==> config.mk <==
export PLATFORM = sky130hd
export DESIGN_NAME = change_dispenser
export DESIGN_NICKNAME = d
export VERILOG_FILES = /design/src/rtl/change_dispenser.sv
export SDC_FILE = /design/constraint.sdc
export NUM_CORES = 1
export LEC_CHECK = 0
export CORE_MARGIN = 2
export CORE_UTILIZATION = 59
export DETAILED_ROUTE_END_ITERATION = 10
export PLACE_DENSITY = 0.81
export SETUP_SLACK_MARGIN = 0.1
export SLEW_MARGIN = 15
export SYNTH_ARGS = -nofsm -noshare
export SYNTH_HDL_FRONTEND = slang
export SYNTH_SLANG_ARGS = --single-unit
export TNS_END_PERCENT = 30
==> constraint.sdc <==
create_clock -name clk -period 5.2 [get_ports clk]
set_input_delay 0.78 -clock clk [delete_from_list [all_inputs] [get_ports clk]]
set_output_delay 0.78 -clock clk [all_outputs]
set_load 0.02 [all_outputs]
==> src/rtl/change_dispenser.sv <==
// Coin-return dispenser: breaks a change amount into dollar/quarter/dime/nickel
// eject pulses, largest coin first, tracking per-coin stock and any shortfall.
module change_dispenser #(
  parameter int COIN_GAP     = 1,
  parameter int DOLLAR_INIT  = 10,
  parameter int QUARTER_INIT = 20,
  parameter int DIME_INIT    = 20,
  parameter int NICKEL_INIT  = 20,
  parameter int STOCK_W      = 8
) (
  input  logic       clk,
  input  logic       rst,
  input  logic       dispense,
  input  logic [8:0] change,
  input  logic       restock,
  output logic       dollar_o,
  output logic       quarter_o,
  output logic       dime_o,
  output logic       nickel_o,
  output logic       busy,
  output logic       dispenseDone,
  output logic [8:0] shortfall
);

  typedef enum logic [2:0] {IDLE, SELECT, PULSE, GAP, DONE} state_t;

  localparam int GAP_W = (COIN_GAP > 1) ? $clog2(COIN_GAP) : 1;
  localparam logic [GAP_W-1:0]   GAP_LAST  = GAP_W'((COIN_GAP > 0) ? COIN_GAP - 1 : 0);
  localparam logic [STOCK_W-1:0] STOCK_ONE = STOCK_W'(1);

  state_t             state;
  logic [8:0]         remaining;
  logic [GAP_W-1:0]   gapCnt;
  logic [STOCK_W-1:0] dollarStock, quarterStock, dimeStock, nickelStock;
  logic               pickDollar, pickQuarter, pickDime, pickNickel, anyPick;

  // Greedy choice: a coin is eligible only if it fits in remaining and is in stock,
  // which is what keeps both remaining and the stock counters from underflowing.
  always_comb begin
    pickDollar  = (remaining >= 9'd100) && (dollarStock != '0);
    pickQuarter = !pickDollar && (remaining >= 9'd25) && (quarterStock != '0);
    pickDime    = !pickDollar && !pickQuarter && (remaining >= 9'd10) && (dimeStock != '0);
    pickNickel  = !pickDollar && !pickQuarter && !pickDime &&
                  (remaining >= 9'd5) && (nickelStock != '0);
    anyPick     = pickDollar | pickQuarter | pickDime | pickNickel;
  end

  always_ff @(posedge clk) begin
    if (rst) begin
      state        <= IDLE;
      remaining    <= '0;
      gapCnt       <= '0;
      dollar_o     <= 1'b0;
      quarter_o    <= 1'b0;
      dime_o       <= 1'b0;
      nickel_o     <= 1'b0;
      busy         <= 1'b0;
      dispenseDone <= 1'b0;
      shortfall    <= '0;
      dollarStock  <= STOCK_W'(DOLLAR_INIT);
      quarterStock <= STOCK_W'(QUARTER_INIT);
      dimeStock    <= STOCK_W'(DIME_INIT);
      nickelStock  <= STOCK_W'(NICKEL_INIT);
    end else begin
      case (state)
        IDLE: begin
          if (dispense) begin
            remaining <= change;
            busy      <= 1'b1;
            state     <= SELECT;
          end else if (restock) begin
            dollarStock  <= STOCK_W'(DOLLAR_INIT);
            quarterStock <= STOCK_W'(QUARTER_INIT);
            dimeStock    <= STOCK_W'(DIME_INIT);
            nickelStock  <= STOCK_W'(NICKEL_INIT);
          end
        end
        // The coin output is registered here so it is high exactly during PULSE.
        SELECT: begin
          if (anyPick) begin
            dollar_o  <= pickDollar;
            quarter_o <= pickQuarter;
            dime_o    <= pickDime;
            nickel_o  <= pickNickel;
            state     <= PULSE;
          end else begin
            shortfall    <= remaining;
            busy         <= 1'b0;
            dispenseDone <= 1'b1;
            state        <= DONE;
          end
        end
        PULSE: begin
          dollar_o  <= 1'b0;
          quarter_o <= 1'b0;
          dime_o    <= 1'b0;
          nickel_o  <= 1'b0;
          if (dollar_o) begin
            remaining   <= remaining - 9'd100;
            dollarStock <= dollarStock - STOCK_ONE;
          end else if (quarter_o) begin
            remaining    <= remaining - 9'd25;
            quarterStock <= quarterStock - STOCK_ONE;
          end else if (dime_o) begin
            remaining <= remaining - 9'd10;
            dimeStock <= dimeStock - STOCK_ONE;
          end else if (nickel_o) begin
            remaining   <= remaining - 9'd5;
            nickelStock <= nickelStock - STOCK_ONE;
          end
          gapCnt <= '0;
          state  <= (COIN_GAP == 0) ? SELECT : GAP;
        end
        GAP: begin
          if (gapCnt == GAP_LAST) state <= SELECT;
          else gapCnt <= gapCnt + GAP_W'(1);
        end
        DONE: begin
          if (!dispense) begin
            dispenseDone <= 1'b0;
            shortfall    <= '0;
            state        <= IDLE;
          end
        end
        default: state <= IDLE;
      endcase
    end
  end

endmodule

Yosys cells after proc, flatten, opt, wreduce, memory -nomap -nowiden --
Index checks and enable logic that the tools add are counted.
Word-level totals: output and inout port bits 15, bits in registers 60, input bits 13
Operators by class: mux-type cells 48, equal/unequal tests 19, order comparisons 4, reduce and logical (&&, ||, !) cells 31, add/subtract/negate cells 9, bitwise operators 3
Operators with widths (number):
- 8-bit two-way mux | 14
- 8-bit case mux with 2 select lines | 4
- 9-bit two-way mux | 7
- 9-bit case mux with 2 select lines | 2
- 8-bit nonzero test | 4
- 8-bit by 1-bit subtractor with 8-bit output (second input constant) | 4
- 2-bit != test (second input constant) | 14
- 3-bit case mux with 5 select lines | 1
- 1-bit case mux with 2 select lines | 7
- 3-bit two-way mux | 4
- 3-bit AND reduction | 4
- 2-bit nonzero test | 5
- 9-bit by 3-bit greater-or-equal comparator with 1-bit output (second input constant) | 1
- 9-bit by 4-bit greater-or-equal comparator with 1-bit output (second input constant) | 1
- 9-bit by 5-bit greater-or-equal comparator with 1-bit output (second input constant) | 1
- 9-bit by 7-bit greater-or-equal comparator with 1-bit output (second input constant) | 1
- 1-bit logical AND | 9
- 1-bit two-way mux | 9
- 9-bit by 3-bit subtractor with 9-bit output (second input constant) | 1
- 9-bit by 4-bit subtractor with 9-bit output (second input constant) | 1
- 9-bit by 5-bit subtractor with 9-bit output (second input constant) | 1
- 9-bit by 7-bit subtractor with 9-bit output (second input constant) | 1
- 7-bit AND reduction | 1
- 3-bit by 2-bit equality test with 1-bit output (second input constant) | 2
- 11 further kinds | 15

Logic depth before layout (Yosys ltp) --
depth after elaboration 16, mapped depth 9

Worst setup path after synthesis --
OpenSTA, ideal clock, no wires.
path type flip-flop to flip-flop, start point reg remaining[2], end point reg busy, stages on the path, launching flop included 9, path buffers 1, clock period less this slack 2.259 ns, arrival time 2.143 ns, path slack 2.941 ns, data required time 5.084 ns, path through dfxtp_1 -> inv_1 -> ha_1 -> and3b_1 -> nor4b_1 -> a2bb2oi_1 -> nand3_4 -> buf_6 -> and2_2
On the way: cells in the longest elaborated chain, start to end 16
Ends and longest elaborated chain:
- start, declared | line 32 | logic [8:0] remaining;
- start signal, assigned | line 68 | remaining <= change;
- start signal, assigned | line 99 | remaining <= remaining - 9'd100;
- start signal, assigned | line 102 | remaining <= remaining - 9'd25;
- 9-bit by 7-bit greater-or-equal comparator with 1-bit output | line 40 | pickDollar = (remaining >= 9'd100) && (dollarStock != '0);
- 1-bit logical AND | line 40
- 1-bit zero test | line 41, 42, 43
- 1-bit logical AND (2 in a row) | line 41 | pickQuarter = !pickDollar && (remaining >= 9'd25) && (quarterStock != '0);
- 1-bit zero test | line 42, 43
- 1-bit logical AND | line 42, 43
- 1-bit logical AND (2 in a row) | line 42 | pickDime = !pickDollar && !pickQuarter && (remaining >= 9'd10) && (dimeStock != '0);
- 1-bit zero test | line 43 | pickNickel = !pickDollar && !pickQuarter && !pickDime &&
- 1-bit logical AND (2 in a row) | line 43
- 1-bit logical AND | line 44 | (remaining >= 9'd5) && (nickelStock != '0);
- 1-bit OR * | line 45 | anyPick = pickDollar | pickQuarter | pickDime | pickNickel;
- 2-bit != test (no line) *
- 3-bit AND reduction (no line) *
- end signal, assigned | line 57 | busy <= 1'b0;
- end signal, assigned | line 69 | busy <= 1'b1;
- end signal, assigned | line 88 | busy <= 1'b0;
- end, declared | line 20 | output logic busy,
Every way passes the cells marked *; elsewhere a longest branch is shown, timed or not. A chain may end at the register's enable or synchronous reset.

Worst setup path after layout --
Ends and elaborated chain as after synthesis.

==> summary.txt <==
Clock tree
  • H-tree Lvls: 3
  • Clock latency on the worst-skew pair: 0.36 ns
  • Resized cells post-CTS: 0
  • Clock Pin Slew Worst Setup and Hold Paths: 0.07 ns
  • # hold bufs at CTS: 0
  • CTS tree: yes
  • Root buffer cell: clkbuf_8
  • Longest Clk Path Bufs: 2
  • Post-CTS setup buffer count: 0
  • Clk sinks: 59
  • TritonCTS buffer count: 9

GRT
  • Vias in the first global route: 2914
  • First-pass GRT wire length: 13600 µm
  • Initial antenna violation count: 0
  • Grt total ovfl: 0
  • Pin count of the biggest net entering global routing: 25
  • GRT Util Overall: 0.269

Setup path
  • CP arrival: 3.03 ns
  • Critical-path maximum fanout: 12
  • R2r worst-path depth: 7
  • Worst r2r src: remaining[2]
  • CP required: around 5.5 ns
  • Reg2reg end: busy
  • WS Path Type: register to register
  • FF-to-FF setup slack: 2.42 ns
  • Worst setup SP type: register
  • Crit. End Element: register

Logic synthesis
  • Post-Syn Area: 0.00360 mm²
  • Synth Area per Inst: slightly above 8 µm²
  • Yosys reg bits: 59
  • Yosys warns: 0
  • Most frequent cell after synthesis: dfxtp_1
  • Sequential-to-total area share from yosys stat: 0.328
  • Post-synth top flop: dfxtp_1
  • Ys async rst share: 0
  • Syn Nets: between 400 and 500
  • Synth area leader: dfxtp_1
  • Commonest cells in the synthesized netlist: 59 x dfxtp_1, 49 x nor2_1, 43 x nand2_1, 22 x a21oi_1, 19 x inv_1
  • Post-synth EDFFs: 0
  • Share of the synthesized area in the top cell type: 0.328
  • Top cells by area, synth: dfxtp_1 33%, ha_1 6.2%, nor2_1 5.1%, nand2_1 4.5%, xor2_1 3.6%
  • Unique masters post-synth: 70
  • Gate Count Post-Synth: 441

Timing
  • Final setup violation count: 0
  • Rel. slew slack: 0.422
  • Tcrit/Tclk final: 0.535
  • RSZ-0062 raised after global routing: no
  • Hold Fails Final Rpt: 0
  • Final min period: about 2.8 ns
  • Fin Clk Skew: 0.00847 ns
  • Setup TNS Final: 0 ns
  • Max-slew violations: 0
  • Hold_ws: 0.460 ns
  • Fmax: between 0.3 and 0.4 GHz
  • Worst-Margin Slew: 0.855 ns

Drt
  • Final ANT Viol Nets: 0
  • Starting DRC count in detailed routing: 221
  • Via count: 3262
  • Post-DR wirelength/cell: 15.9 µm
  • Vias per std cell: 6.05
  • Drt first pass iters: 6
  • Final Routed Wirelength: 8560 µm
  • DRC viols: 0

Die
  • Row cnt: 28
  • Io pins: 28
  • Die Area: 0.00675 mm²
  • Core Area: 0.00592 mm²
  • Die width: slightly above 80 µm
  • Die Height: 82.2 µm
  • Initial Util: 0.609

Placed design
  • Number of port buffers: 27
  • DP Area: 0.00389 mm²
  • DP Wirelength: 5950 µm
  • Placer Congestion: 0.885

Min path
  • Hold Crit Depth: 2
  • Hold Startpoint: shortfall[0]
  • Hold Path End: shortfall[0]
  • HP Class: register to register

Power and ir drop
  • P_leak: roughly 1.5 nW
  • Power Density: between 300 and 400 mW/mm²
  • VDD IR max: between 0.2 and 0.25 mV

Layout
  • Nets: about 500
  • Antenna Cells: 0
  • Area grow syn2layout: 14.2%
  • Design area: 0.00412 mm²
  • Layout cells sized above 1: 0.0819

Job
  • Max Cap Viol: 0

Outcome
  • Status: finished clean
[power by group]
part | internal [mW] | switching [mW] | leakage (nW)
combinational | 0.149 | 0.192 | 0.927
clock | 0.295 | 0.190 | 0.113
sequential | 0.480 | 0.0615 | 0.479
total | 0.924 | 0.444 | 1.52
[routing by layer]
metal / track usage / share of wire / wire length [µm] / vias up
met4: 0.125 / 0.020 / 168 / 0
met1: 0.358 / 0.46 / 3970 / 1516
met3: 0.0630 / 0.062 / 527 / 20
li1: - / - / - / 1611
met2: 0.411 / 0.45 / 3890 / 115
met5: 0 / 0 / 0 / -
[critical path, cell delays in order, from the launching register on]
cell,delay [ns]
dfxtp_1,0.50
inv_1,0.21
ha_1,0.28
and3b_1,0.17
nor4b_1,0.48
a2bb2oi_1,0.46
nand3_4,0.30
and2_2,0.27
[worst max-delay path by stage]
| stage | start | endpoint | slack [ns] | cells past startpoint |
|---|---|---|---|---|
| 6_report | remaining[2] | busy | 2.42 | 7 |
| 3_3_place_gp | restock | dimeStock[5] | 2.39 | 6 |
| 2_1_floorplan | remaining[2] | busy | 2.94 | 8 |
| 3_5_place_dp | dispense | dollarStock[4] | 2.33 | 6 |
| 5_1_grt | remaining[2] | busy | 2.30 | 7 |
| 4_1_cts | remaining[2] | busy | 2.45 | 7 |
[state kept, by name, summed over array words and instances (netlist names)]
| name | flops |
|---|---|
| nickel_o | 1 |
| state | 3 |
| busy | 1 |
| quarter_o | 1 |
| dollar_o | 1 |
| dispenseDone | 1 |
| quarterStock | 8 |
| dime_o | 1 |
| dollarStock | 8 |
| nickelStock | 8 |
| dimeStock | 8 |
| shortfall | 9 |
| remaining | 9 |
[cells by family after synthesis]
logic type | after synthesis | synth area share
DFF | 59 | 0.328
adders and majority gates | 18 | 0.0625
xor gates and xnor gates | 21 | 0.0510
muxes | 14 | 0.0396
buffers and inverters | 43 | 0.0500
and+or+nand+nor | 196 | 0.293
AOI/OAI and AO/OA | 90 | 0.176
[final cells by class]
| class | instances | area [µm²] |
|---|---|---|
| multi-input cells | 339 | 2240 |
| fillers | 461 | 1800 |
| clock buffers | 12 | 155 |
| inverters | 19 | 71.3 |
| repair buffers | 31 | 300 |
| flip-flops and latches | 59 | 1180 |
| well taps | 75 | 93.8 |
| clock inverters | 4 | 72.6 |
[metrics by stage]
stage                     setup WS (ns)  instances  power [mW]  utilization
after floorplan                    2.94        441       0.797            -
after global placement             2.39        523       0.873        0.657
after detailed placement           2.33        523       0.882        0.657
after CTS                          2.45        539        1.37        0.695
after global routing               2.30        539        1.43        0.695
final                              2.42        539        1.37        0.695
[cells in the final DEF, fill, tap and decap left out, types with 3 or more instances in the layout]
| cell type | count |
|---|---|
| a221oi_1 | 3 |
| o21ai_0 | 18 |
| dfxtp_1 | 59 |
| buf_4 | 4 |
| a21boi_0 | 3 |
| clkdlybuf4s50_1 | 27 |
| nor4_1 | 6 |
| mux2i_1 | 12 |
| a21oi_1 | 22 |
| nand2_1 | 43 |
| nand4_1 | 6 |
| o311ai_0 | 3 |
| nand3_1 | 18 |
| a31oi_1 | 8 |
| xnor2_1 | 6 |
| nor2_1 | 49 |
| or2_2 | 3 |
| xor2_1 | 15 |
| nand2b_1 | 14 |
| ha_1 | 18 |
| and4_1 | 3 |
| nor2b_1 | 6 |
| inv_1 | 19 |
| and3_1 | 5 |
| nand4b_1 | 3 |
| o32ai_1 | 3 |
| clkbuf_8 | 11 |
| or3_1 | 6 |
| nor3_1 | 13 |
| a211oi_1 | 5 |
(Power assumes the default switching activity.)
